`src/rtl/calc_pkg.sv`:
```
// Shared key codes, state and operator encodings for the keypad calculator sequencer.
package calc_pkg;

    localparam int unsigned KEY_ADD = 'h10;
    localparam int unsigned KEY_SUB = 'h11;
    localparam int unsigned KEY_AND = 'h12;
    localparam int unsigned KEY_EXE = 'h13;
    localparam int unsigned KEY_OR  = 'h14;
    localparam int unsigned KEY_BSP = 'h15;
    localparam int unsigned KEY_CE  = 'h16;
    localparam int unsigned KEY_CLR = 'h17;

    typedef enum logic [1:0] {
        ST_W1  = 2'd0,
        ST_W2  = 2'd1,
        ST_WOP = 2'd2,
        ST_GOP = 2'd3
    } state_e;

    typedef enum logic [1:0] {
        OP_ADD = 2'd0,
        OP_SUB = 2'd1,
        OP_AND = 2'd2,
        OP_OR  = 2'd3
    } op_e;

endpackage

```
`src/rtl/calc_alu.sv`:
```
// Combinational calculator ALU: ADD/SUB with carry/borrow, bitwise AND/OR.
module calc_alu
    import calc_pkg::*;
#(
    parameter int unsigned DATA_W = 16
) (
    input  logic [DATA_W-1:0] a,
    input  logic [DATA_W-1:0] b,
    input  logic [1:0]        op,
    output logic [DATA_W-1:0] y,
    output logic              carry
);

    logic [DATA_W:0] sum;
    logic [DATA_W:0] diff;

    // Extended-width add/sub so bit DATA_W holds carry-out / borrow.
    always_comb begin
        sum   = {1'b0, a} + {1'b0, b};
        diff  = {1'b0, a} - {1'b0, b};
        y     = '0;
        carry = 1'b0;
        case (op_e'(op))
            OP_ADD: begin
                y     = sum[DATA_W-1:0];
                carry = sum[DATA_W];
            end
            OP_SUB: begin
                y     = diff[DATA_W-1:0];
                carry = diff[DATA_W];
            end
            OP_AND: y = a & b;
            OP_OR:  y = a | b;
            default: ;
        endcase
    end

endmodule

```
`src/rtl/calc_entry_fsm.sv`:
```
// Keypad calculator entry sequencer: operand A/B entry, operator select, registered result.
// Optional: define CALC_RESULT_CHAIN_EN so EXE in GOP feeds the result back as operand A.
module calc_entry_fsm
    import calc_pkg::*;
#(
    parameter int unsigned DATA_W = 16,
    parameter int unsigned NDIG   = DATA_W / 4,
    parameter int unsigned KEY_W  = 5
) (
    input  logic                      clk_in,
    input  logic                      reset,
    input  logic                      key_valid,
    input  logic [KEY_W-1:0]          key_code,
    output logic [1:0]                estado_alu,
    output logic [DATA_W-1:0]         op_a,
    output logic [DATA_W-1:0]         op_b,
    output logic [1:0]                op_sel,
    output logic [DATA_W-1:0]         disp_val,
    output logic [$clog2(NDIG+1)-1:0] digit_cnt,
    output logic [DATA_W-1:0]         result,
    output logic                      result_valid,
    output logic                      carry
);

    localparam int unsigned CNT_W = $clog2(NDIG + 1);

    state_e              state_q, state_d;
    logic [DATA_W-1:0]   op_a_q, op_a_d;
    logic [DATA_W-1:0]   op_b_q, op_b_d;
    op_e                 op_sel_q, op_sel_d;
    logic [CNT_W-1:0]    cnt_a_q, cnt_a_d;
    logic [CNT_W-1:0]    cnt_b_q, cnt_b_d;
    logic [DATA_W-1:0]   result_q, result_d;
    logic                carry_q, carry_d;
    logic                result_valid_q, result_valid_d;
    logic [DATA_W-1:0]   disp_val_q, disp_val_d;
    logic [CNT_W-1:0]    digit_cnt_q, digit_cnt_d;

    logic                is_digit;
    logic [3:0]          digit;
    logic                k_add, k_sub, k_and, k_or, k_exe, k_bsp, k_ce, k_clr;
    logic                clr_all;
    logic [DATA_W-1:0]   alu_y;
    logic                alu_carry;

    calc_alu #(
        .DATA_W (DATA_W)
    ) u_alu (
        .a     (op_a_q),
        .b     (op_b_q),
        .op    (op_sel_q),
        .y     (alu_y),
        .carry (alu_carry)
    );

    // Key decode; upper code bits zero means a hex digit.
    always_comb begin
        is_digit = (key_code[KEY_W-1:4] == '0);
        digit    = key_code[3:0];
        k_add    = (key_code == KEY_W'(KEY_ADD));
        k_sub    = (key_code == KEY_W'(KEY_SUB));
        k_and    = (key_code == KEY_W'(KEY_AND));
        k_or     = (key_code == KEY_W'(KEY_OR));
        k_exe    = (key_code == KEY_W'(KEY_EXE));
        k_bsp    = (key_code == KEY_W'(KEY_BSP));
        k_ce     = (key_code == KEY_W'(KEY_CE));
        k_clr    = (key_code == KEY_W'(KEY_CLR));
    end

    // Next-state and datapath updates; only acts on a valid key.
    always_comb begin
        state_d  = state_q;
        op_a_d   = op_a_q;
        op_b_d   = op_b_q;
        op_sel_d = op_sel_q;
        cnt_a_d  = cnt_a_q;
        cnt_b_d  = cnt_b_q;
        result_d = result_q;
        carry_d  = carry_q;
        clr_all  = 1'b0;

        if (key_valid) begin
            case (state_q)
                ST_W1: begin
                    if (is_digit) begin
                        if (cnt_a_q < CNT_W'(NDIG)) begin
                            op_a_d  = {op_a_q[DATA_W-5:0], digit};
                            cnt_a_d = cnt_a_q + CNT_W'(1);
                        end
                    end else if (k_bsp) begin
                        if (cnt_a_q != '0) begin
                            op_a_d  = op_a_q >> 4;
                            cnt_a_d = cnt_a_q - CNT_W'(1);
                        end
                    end else if (k_exe) begin
                        state_d = ST_W2;
                    end else if (k_ce) begin
                        op_a_d  = '0;
                        cnt_a_d = '0;
                    end else if (k_clr) begin
                        clr_all = 1'b1;
                    end
                end
                ST_W2: begin
                    if (is_digit) begin
                        if (cnt_b_q < CNT_W'(NDIG)) begin
                            op_b_d  = {op_b_q[DATA_W-5:0], digit};
                            cnt_b_d = cnt_b_q + CNT_W'(1);
                        end
                    end else if (k_bsp) begin
                        if (cnt_b_q != '0) begin
                            op_b_d  = op_b_q >> 4;
                            cnt_b_d = cnt_b_q - CNT_W'(1);
                        end
                    end else if (k_exe) begin
                        state_d = ST_WOP;
                    end else if (k_ce) begin
                        state_d = ST_W1;
                        op_b_d  = '0;
                        cnt_b_d = '0;
                    end else if (k_clr) begin
                        state_d = ST_W1;
                        clr_all = 1'b1;
                    end
                end
                ST_WOP: begin
                    if (k_add) begin
                        op_sel_d = OP_ADD;
                    end else if (k_sub) begin
                        op_sel_d = OP_SUB;
                    end else if (k_and) begin
                        op_sel_d = OP_AND;
                    end else if (k_or) begin
                        op_sel_d = OP_OR;
                    end else if (k_exe) begin
                        state_d  = ST_GOP;
                        result_d = alu_y;
                        carry_d  = alu_carry;
                    end else if (k_ce) begin
                        state_d = ST_W2;
                    end else if (k_clr) begin
                        state_d = ST_W1;
                        clr_all = 1'b1;
                    end
                end
                ST_GOP: begin
                    if (k_exe) begin
`ifdef CALC_RESULT_CHAIN_EN
                        state_d = ST_W2;
                        op_a_d  = result_q;
                        cnt_a_d = CNT_W'(NDIG);
`else
                        state_d = ST_W1;
                        op_a_d  = '0;
                        cnt_a_d = '0;
`endif
                        op_b_d  = '0;
                        cnt_b_d = '0;
                    end else if (k_ce) begin
                        state_d = ST_WOP;
                    end else if (k_clr) begin
                        state_d = ST_W1;
                        clr_all = 1'b1;
                    end
                end
                default: state_d = ST_W1;
            endcase
        end

        if (clr_all) begin
            op_a_d   = '0;
            op_b_d   = '0;
            cnt_a_d  = '0;
            cnt_b_d  = '0;
            result_d = '0;
            carry_d  = 1'b0;
            op_sel_d = OP_ADD;
        end

        // Display-side outputs are registered from next-state values to stay aligned.
        result_valid_d = (state_d == ST_GOP);
        digit_cnt_d    = (state_d == ST_W1) ? cnt_a_d : cnt_b_d;
        case (state_d)
            ST_W1:   disp_val_d = op_a_d;
            ST_GOP:  disp_val_d = result_d;
            default: disp_val_d = op_b_d;
        endcase
    end

    always_ff @(posedge clk_in or posedge reset) begin
        if (reset) begin
            state_q        <= ST_W1;
            op_a_q         <= '0;
            op_b_q         <= '0;
            op_sel_q       <= OP_ADD;
            cnt_a_q        <= '0;
            cnt_b_q        <= '0;
            result_q       <= '0;
            carry_q        <= 1'b0;
            result_valid_q <= 1'b0;
            disp_val_q     <= '0;
            digit_cnt_q    <= '0;
        end else begin
            state_q        <= state_d;
            op_a_q         <= op_a_d;
            op_b_q         <= op_b_d;
            op_sel_q       <= op_sel_d;
            cnt_a_q        <= cnt_a_d;
            cnt_b_q        <= cnt_b_d;
            result_q       <= result_d;
            carry_q        <= carry_d;
            result_valid_q <= result_valid_d;
            disp_val_q     <= disp_val_d;
            digit_cnt_q    <= digit_cnt_d;
        end
    end

    assign estado_alu   = state_q;
    assign op_a         = op_a_q;
    assign op_b         = op_b_q;
    assign op_sel       = op_sel_q;
    assign disp_val     = disp_val_q;
    assign digit_cnt    = digit_cnt_q;
    assign result       = result_q;
    assign result_valid = result_valid_q;
    assign carry        = carry_q;

endmodule

```
`config.mk`:
```
export PLATFORM = sky130hd
export DESIGN_NAME = calc_entry_fsm
export DESIGN_NICKNAME = d
export VERILOG_FILES = /design/src/rtl/calc_pkg.sv /design/src/rtl/calc_alu.sv /design/src/rtl/calc_entry_fsm.sv
export SDC_FILE = /design/constraint.sdc
export NUM_CORES = 1
export LEC_CHECK = 0
export BUFFER_PORTS_ARGS = -buffer_cell sky130_fd_sc_hd__buf_2
export CELL_PAD_IN_SITES_DETAIL_PLACEMENT = 0
export CELL_PAD_IN_SITES_GLOBAL_PLACEMENT = 2
export CORE_ASPECT_RATIO = 1.75
export CORE_MARGIN = 2
export CORE_UTILIZATION = 38
export CTS_CLUSTER_DIAMETER = 40
export DETAILED_ROUTE_END_ITERATION = 16
export MAX_ROUTING_LAYER = met4
export PLACE_DENSITY = 0.83
export SLEW_MARGIN = 5
export SYNTH_ARGS = -nofsm -noshare
export SYNTH_HDL_FRONTEND = slang
export SYNTH_SLANG_ARGS = --single-unit
```
`constraint.sdc`:
```
create_clock -name clk_in -period 5.46 [get_ports clk_in]
set_input_delay 1.365 -clock clk_in [delete_from_list [all_inputs] [get_ports clk_in]]
set_output_delay 1.365 -clock clk_in [all_outputs]
set_load 0.02 [all_outputs]
```
### Yosys cells after proc, flatten, opt, wreduce, memory -nomap -nowiden

Index checks and enable logic that the tools add are counted.

* bitwise operators: 2
* magnitude comparators: 2
* reductions and logical operators: 12
* multiplexer cells: 96
* divide/modulo/power cells: 0
* equality and inequality tests: 19
* $add $sub $neg: 6
* shift-type cells: 0
* $mul: 0

Operators with widths (count)
* 2-to-1 mux 16 bit: 26
* one-hot mux 16 bit (2 select lines): 3
* one-hot mux 16 bit (4 select lines): 1
* 2-to-1 mux 3 bit: 19
* 2-to-1 mux 2 bit: 24
* == test 5 bit, second input constant: 8
* 2-to-1 mux 1 bit: 18
* adder 16 x 16 -> 17 bit: 1
* subtractor 16 x 16 -> 17 bit: 1
* AND 16 bit: 1
* OR 16 bit: 1
* one-hot mux 3 bit (2 select lines): 2
* == test 2 bit, second input constant: 5
* inequality test 2 x 1 -> 1 bit, second input constant: 4
* one-hot mux 2 bit (4 select lines): 1
* AND reduction 7 bit: 1
* adder 3 x 1 -> 3 bit, second input constant: 2
* zero test 2 bit: 3
* < comparator 3 bit, second input constant: 2
* nonzero test 2 bit: 3
* nonzero test 3 bit: 2
* subtractor 3 x 1 -> 3 bit, second input constant: 2
* nonzero test 5 bit: 1
* == test 2 x 1 -> 1 bit, second input constant: 2
* other kinds (4): 4

* bits of input ports: 8
* memories kept: 0
* bits in writable memories: 0
* bits in read-only memories: 0
* register bits after elaboration: 79
* latch bits: 0

### Longest topological paths before layout

* depth in word-level cells: 12
* depth in mapped cells: 15
* depth with buffers taken out: 13

### Hierarchy

A second synthesis with hierarchy kept.

* cells, all modules: 889
* area total of the unflattened synthesis: 7215.7 um^2

By module, submodules not included
* calc_entry_fsm: instances 1, cells an instance 549, sequential area each 1976.9 um^2, area each 4931.0 um^2
* calc_alu: instances 1, cells an instance 340, sequential area each 0.0 um^2, area each 2284.7 um^2

### Worst setup path after synthesis

Ideal clock, no wire load.

* kind: input port to flip-flop
* start: in key_code[2]
* end: reg disp_val_q[9] (netlist: disp_val[9])
* arrival: 3553 ps
* data required time: 5395 ps
* path slack: 1842 ps
* setup time: 65 ps
* cell stages on the path: 13
* path buffers: 3
* cell sequence: buf_6 -> nor3b_1 -> nand3_1 -> o221ai_1 -> nand3_1 -> a211o_1 -> o21ai_0 -> ha_1 -> clkbuf_1 -> nand2_1 -> clkbuf_1 -> o221ai_1 -> o21a_1

* longest elaborated chain between the ends: 12

Ends and longest elaborated chain
* start, declared: line calc_entry_fsm.sv:13 `input logic [KEY_W-1:0] key_code,`
* == test 5 bit: line calc_entry_fsm.sv:67 `k_clr = (key_code == KEY_W'(KEY_CLR));`
* 2-to-1 mux 2 bit or 2-to-1 mux 1 bit (tied branches)
* 2-to-1 mux 2 bit or 2-to-1 mux 1 bit (tied branches): line calc_entry_fsm.sv:139, calc_entry_fsm.sv:97
* 2-to-1 mux 2 bit or 2-to-1 mux 1 bit (tied branches): line calc_entry_fsm.sv:135 `end else if (k_exe) begin`
* 2-to-1 mux 2 bit or 2-to-1 mux 1 bit (tied branches): line calc_entry_fsm.sv:133 `end else if (k_or) begin`
* 2-to-1 mux 2 bit or 2-to-1 mux 1 bit (tied branches): line calc_entry_fsm.sv:131 `end else if (k_and) begin`
* 2-to-1 mux 2 bit or 2-to-1 mux 1 bit (tied branches): line calc_entry_fsm.sv:129 `end else if (k_sub) begin`
* 2-to-1 mux 2 bit or 2-to-1 mux 1 bit (tied branches): line calc_entry_fsm.sv:127 `if (k_add) begin`
* one-hot mux 2 bit (4 select lines) or one-hot mux 1 bit (3 select lines) (tied branches): line calc_entry_fsm.sv:83 `case (state_q)`
* 2-to-1 mux 2 bit or 2-to-1 mux 1 bit (tied branches): line calc_entry_fsm.sv:82 `if (key_valid) begin`
* == test 2 bit, or another cell as far along: line calc_entry_fsm.sv:183 `case (state_d)`
* one-hot mux 16 bit (2 select lines) (*): line calc_entry_fsm.sv:183
* net disp_val_d[9]: line calc_entry_fsm.sv:36 `logic [DATA_W-1:0] disp_val_q, disp_val_d;`
* end signal, assigned: line calc_entry_fsm.sv:213 `disp_val_q <= disp_val_d;`
* end, declared: line calc_entry_fsm.sv:36

Mark *: on every way through the listed nets, which the timed path passes. The rest lies on a longest branch.
A chain may end at the register's enable or synchronous reset.

### Worst setup path after layout

* start: in key_code[4]
* end: reg disp_val_q[15] (netlist: disp_val[15])

* longest elaborated chain between the ends: 12

Ends and longest elaborated chain
* == test 5 bit: line calc_entry_fsm.sv:67
* 2-to-1 mux 2 bit: line calc_entry_fsm.sv:121, calc_entry_fsm.sv:141, calc_entry_fsm.sv:161
* 2-to-1 mux 2 bit: line calc_entry_fsm.sv:139 `end else if (k_ce) begin`
* 2-to-1 mux 2 bit: line calc_entry_fsm.sv:135
* 2-to-1 mux 2 bit: line calc_entry_fsm.sv:133
* 2-to-1 mux 2 bit: line calc_entry_fsm.sv:131
* 2-to-1 mux 2 bit: line calc_entry_fsm.sv:129
* 2-to-1 mux 2 bit: line calc_entry_fsm.sv:127
* one-hot mux 2 bit (4 select lines) (*): line calc_entry_fsm.sv:83
* 2-to-1 mux 2 bit (*): line calc_entry_fsm.sv:82
* net state_d[0]: line calc_entry_fsm.sv:27 `state_e state_q, state_d;`
* == test 2 bit (*)
* net result_valid_d: line calc_entry_fsm.sv:35 `logic result_valid_q, result_valid_d;`
* one-hot mux 16 bit (2 select lines) (*): line calc_entry_fsm.sv:183
* net disp_val_d[15]: line calc_entry_fsm.sv:36

Marks and branches as above.

==> load_flow_metrics.sql <==
INSERT INTO impl_metrics (metric_group, metric, value, unit) VALUES
('floorplanning', 'fp.dieArea', '18600', 'sq um'),
('logic_synthesis', 'netlist.area_leader.share', '29.76', '%'),
('routing', 'top_layer', 'met4', ''),
('logic_synthesis', 'synth_cell_type_count', '78', ''),
('finish', 'layoutNonFillerInstCount', '1100', ''),
('clocking', 'cts_hold_buffers', '0', ''),
('global_route', 'grt_max_degree', '71', ''),
('logic_synthesis', 'yosys_most_used_dff', 'sky130_fd_sc_hd__dfrtp_1', ''),
('routing', 'final_antenna_net_count', '0', ''),
('floorplanning', 'row_count', '64', ''),
('logic_synthesis', 'post_synthesis_simple_gate_area_fraction', '17.16', '%'),
('finish', 'final_cell_mix', '91 x sky130_fd_sc_hd__nor2_1, 80 x sky130_fd_sc_hd__buf_2, 79 x sky130_fd_sc_hd__dfrtp_1', ''),
('routing', 'vias_per_cell', '6.011', ''),
('clocking', 'ctsLongestPathBuffers', '2', ''),
('clocking', 'cts_inserted_buffers', '9', ''),
('floorplanning', 'core', '17300', 'sq um'),
('clocking', 'postCtsSetupRepairBufs', '0', ''),
('timing', 'fmax', '235.9', 'MHz'),
('power', 'leakagePower', '3.430', 'nW'),
('global_route', 'total_global_routing_track_utilization', '28.14', '%'),
('clocking', 'post_cts_resized', '0', ''),
('finish', 'stdcell_area', '7523', 'sq um'),
('placement', 'gp_routability_congestion', '0.9379', ''),
('clocking', 'clockRootBuffer', 'sky130_fd_sc_hd__clkbuf_16', ''),
('critical_path', 'crit_path_max_fanout', '24', ''),
('global_route', 'grt_pass1_wl', '38620', 'microns'),
('status', 'status', 'complete, no violations', ''),
('critical_path', 'reg2reg_depth', '11', ''),
('routing', 'met3_wirelength', '922', 'microns'),
('clocking', 'worst_skew_pair_latency', '0.34', 'ns'),
('power', 'design_power', '4.238', 'mW'),
('power', 'cellPowerDensity', '563.4', 'nW/um^2'),
('finish', 'antenna-diode-count', '0', ''),
('timing', 'worst_hold_slack', '0.5424', 'ns'),
('timing', 'timing.final.crit_period', '4.240', 'ns'),
('routing', 'routed_wl', '25780', 'microns'),
('global_route', 'antenna_found_initial', '0', ''),
('logic_synthesis', 'synth_top_family_by_area', 'compound AO/OA/AOI/OAI gates', ''),
('critical_path', 'r2r-start', 'op_b[0]$_DFF_PP0_', ''),
('timing', 'worst-slew-pin-transition', '0.8972', 'ns'),
('logic_synthesis', 'yosys_warnings', '0', ''),
('finish', 'final_common_cell', 'sky130_fd_sc_hd__nor2_1', ''),
('timing', 'drv_slew', '0', ''),
('floorplanning', 'floorplan.initialDensity', '38.41', '%'),
('logic_synthesis', 'synth-edff-count', '0', ''),
('critical_path', 'kind_of_critical_path', 'primary input to flip-flop', ''),
('timing', 'timing.max_slew.rel_slack', '40.19', '%'),
('routing', 'met1_length', '9896', 'microns'),
('placement', 'placement.io_buffers', '80', ''),
('logic_synthesis', 'synth.largest_area_cell', 'sky130_fd_sc_hd__dfrtp_1', ''),
('critical_path', 'critical_path.endpoint_type', 'flip-flop', ''),
('routing', 'remaining_drc_errors', '0', ''),
('finish', 'utilization', '43.50', '%'),
('logic_synthesis', 'mapped_cell_area', '6644', 'sq um'),
('logic_synthesis', 'synth_seq_cells', '79', ''),
('critical_path', 'worst_ep_arrival_time', '4.52', 'ns'),
('routing', 'vias', '6612', ''),
('floorplanning', 'floorplan.die.height', '178.9', 'microns'),
('finish', 'post_route_cells_drive_above_1_share', '15.42', '%'),
('routing', 'routedWlPerCell', '23.44', 'microns'),
('routing', 'met2_wire_length', '13880', 'microns'),
('placement', 'dp_slack', '0.8941', 'ns'),
('critical_path', 'cp_data_required_time', '5.74', 'ns'),
('finish', 'final_net_count', '935', ''),
('global_route', 'global_route.overflow_total', '0', ''),
('logic_synthesis', 'synth_xor_xnor_area_share', '1.186', '%'),
('clocking', 'tritoncts', 'done', ''),
('clocking', 'cts_htree_levels', '3', ''),
('critical_path', 'critical_path.startpoint_type', 'primary input', ''),
('critical_path', 'reg2reg_to', 'disp_val[14]$_DFF_PP0_', ''),
('placement', 'placed_cell_area', '7216', 'sq um');
[worst min path at each step]
stage | start | to
2_1_floorplan | cnt_a_q[1]$_DFF_PP0_ | cnt_a_q[1]$_DFF_PP0_
3_3_place_gp | carry$_DFFE_PP0P_ | carry$_DFFE_PP0P_
3_5_place_dp | carry$_DFFE_PP0P_ | carry$_DFFE_PP0P_
4_1_cts | carry$_DFFE_PP0P_ | carry$_DFFE_PP0P_
5_1_grt | carry$_DFFE_PP0P_ | carry$_DFFE_PP0P_
6_report | carry$_DFFE_PP0P_ | carry$_DFFE_PP0P_
[cell type report]
type,instances,area [sq um]
sequential,79,1977
multi-input combinational,614,4199
clock buffer,10,239.0
clock inverter,6,68.82
tap,231,289.0
inverter,67,252.7
timing repair buffer,93,498.0
fill,1863,9773
[sequential cells by signal (all words and copies together) (netlist names)]
| register | flops |
|---|---|
| result | 16 |
| digit_cnt | 3 |
| result_valid | 1 |
| cnt_b_q | 3 |
| estado_alu | 2 |
| disp_val | 16 |
| cnt_a_q | 3 |
| carry | 1 |
| op_a | 16 |
| op_sel | 2 |
| op_b | 16 |
[cell families after synthesis]
kind of cell               count (synthesis)
AOI/OAI and AO/OA                        271
and+or+nand+nor                          245
buffers and inverters                    116
DFF                                       79
adders and majority gates                 64
muxes                                     25
xor gates and xnor gates                   9
[metal layers]
| layer | GRT usage (%) | vias to the layer above |
|---|---|---|
| li1 | - | 3040 |
| met1 | 30.77 | 3260 |
| met2 | 52.00 | 243 |
| met3 | 1.745 | 69 |
| met4 | 13.51 | 0 |
| met5 | - | - |
[cells in the mapped netlist (all sizes together) (3+ instances only)]
cell type / number
dfrtp: 79
nand3: 9
a2bb2oi: 9
inv: 66
o211ai: 13
and3: 7
o211a: 4
a221oi: 6
a21oi: 64
o21bai: 5
o31ai: 8
or2: 5
a31oi: 12
mux2: 8
nor2: 91
mux2i: 16
a21boi: 3
a32oi: 8
nor3: 15
ha: 61
nand2: 66
a222oi: 9
xnor2: 7
a211o: 3
or3: 9
nor2b: 11
a22oi: 12
o21a: 9
clkbuf: 33
buf: 16
and2: 9
o2111ai: 6
a2111oi: 3
o21ai: 50
o221ai: 3
o22ai: 4
nand4: 3
o311ai: 3
nand3b: 5
a211oi: 11
a21o: 6
nand2b: 9
[power by group]
part / internal, mW / total, mW / switching, mW
Sequential: 0.745 / 1.08 / 0.331
Combinational: 0.947 / 2.54 / 1.60
Clock: 0.369 / 0.618 / 0.250
Total: 2.06 / 4.24 / 2.18
[worst max-delay path: cells and delay by family]
kind,cells,cell delay [ns]
buf+inv,2,0.46
fa+ha+maj,1,0.36
compound gates,5,1.02
simple gates,3,1.30
No activity file was read; power rests on OpenSTA's default activity.
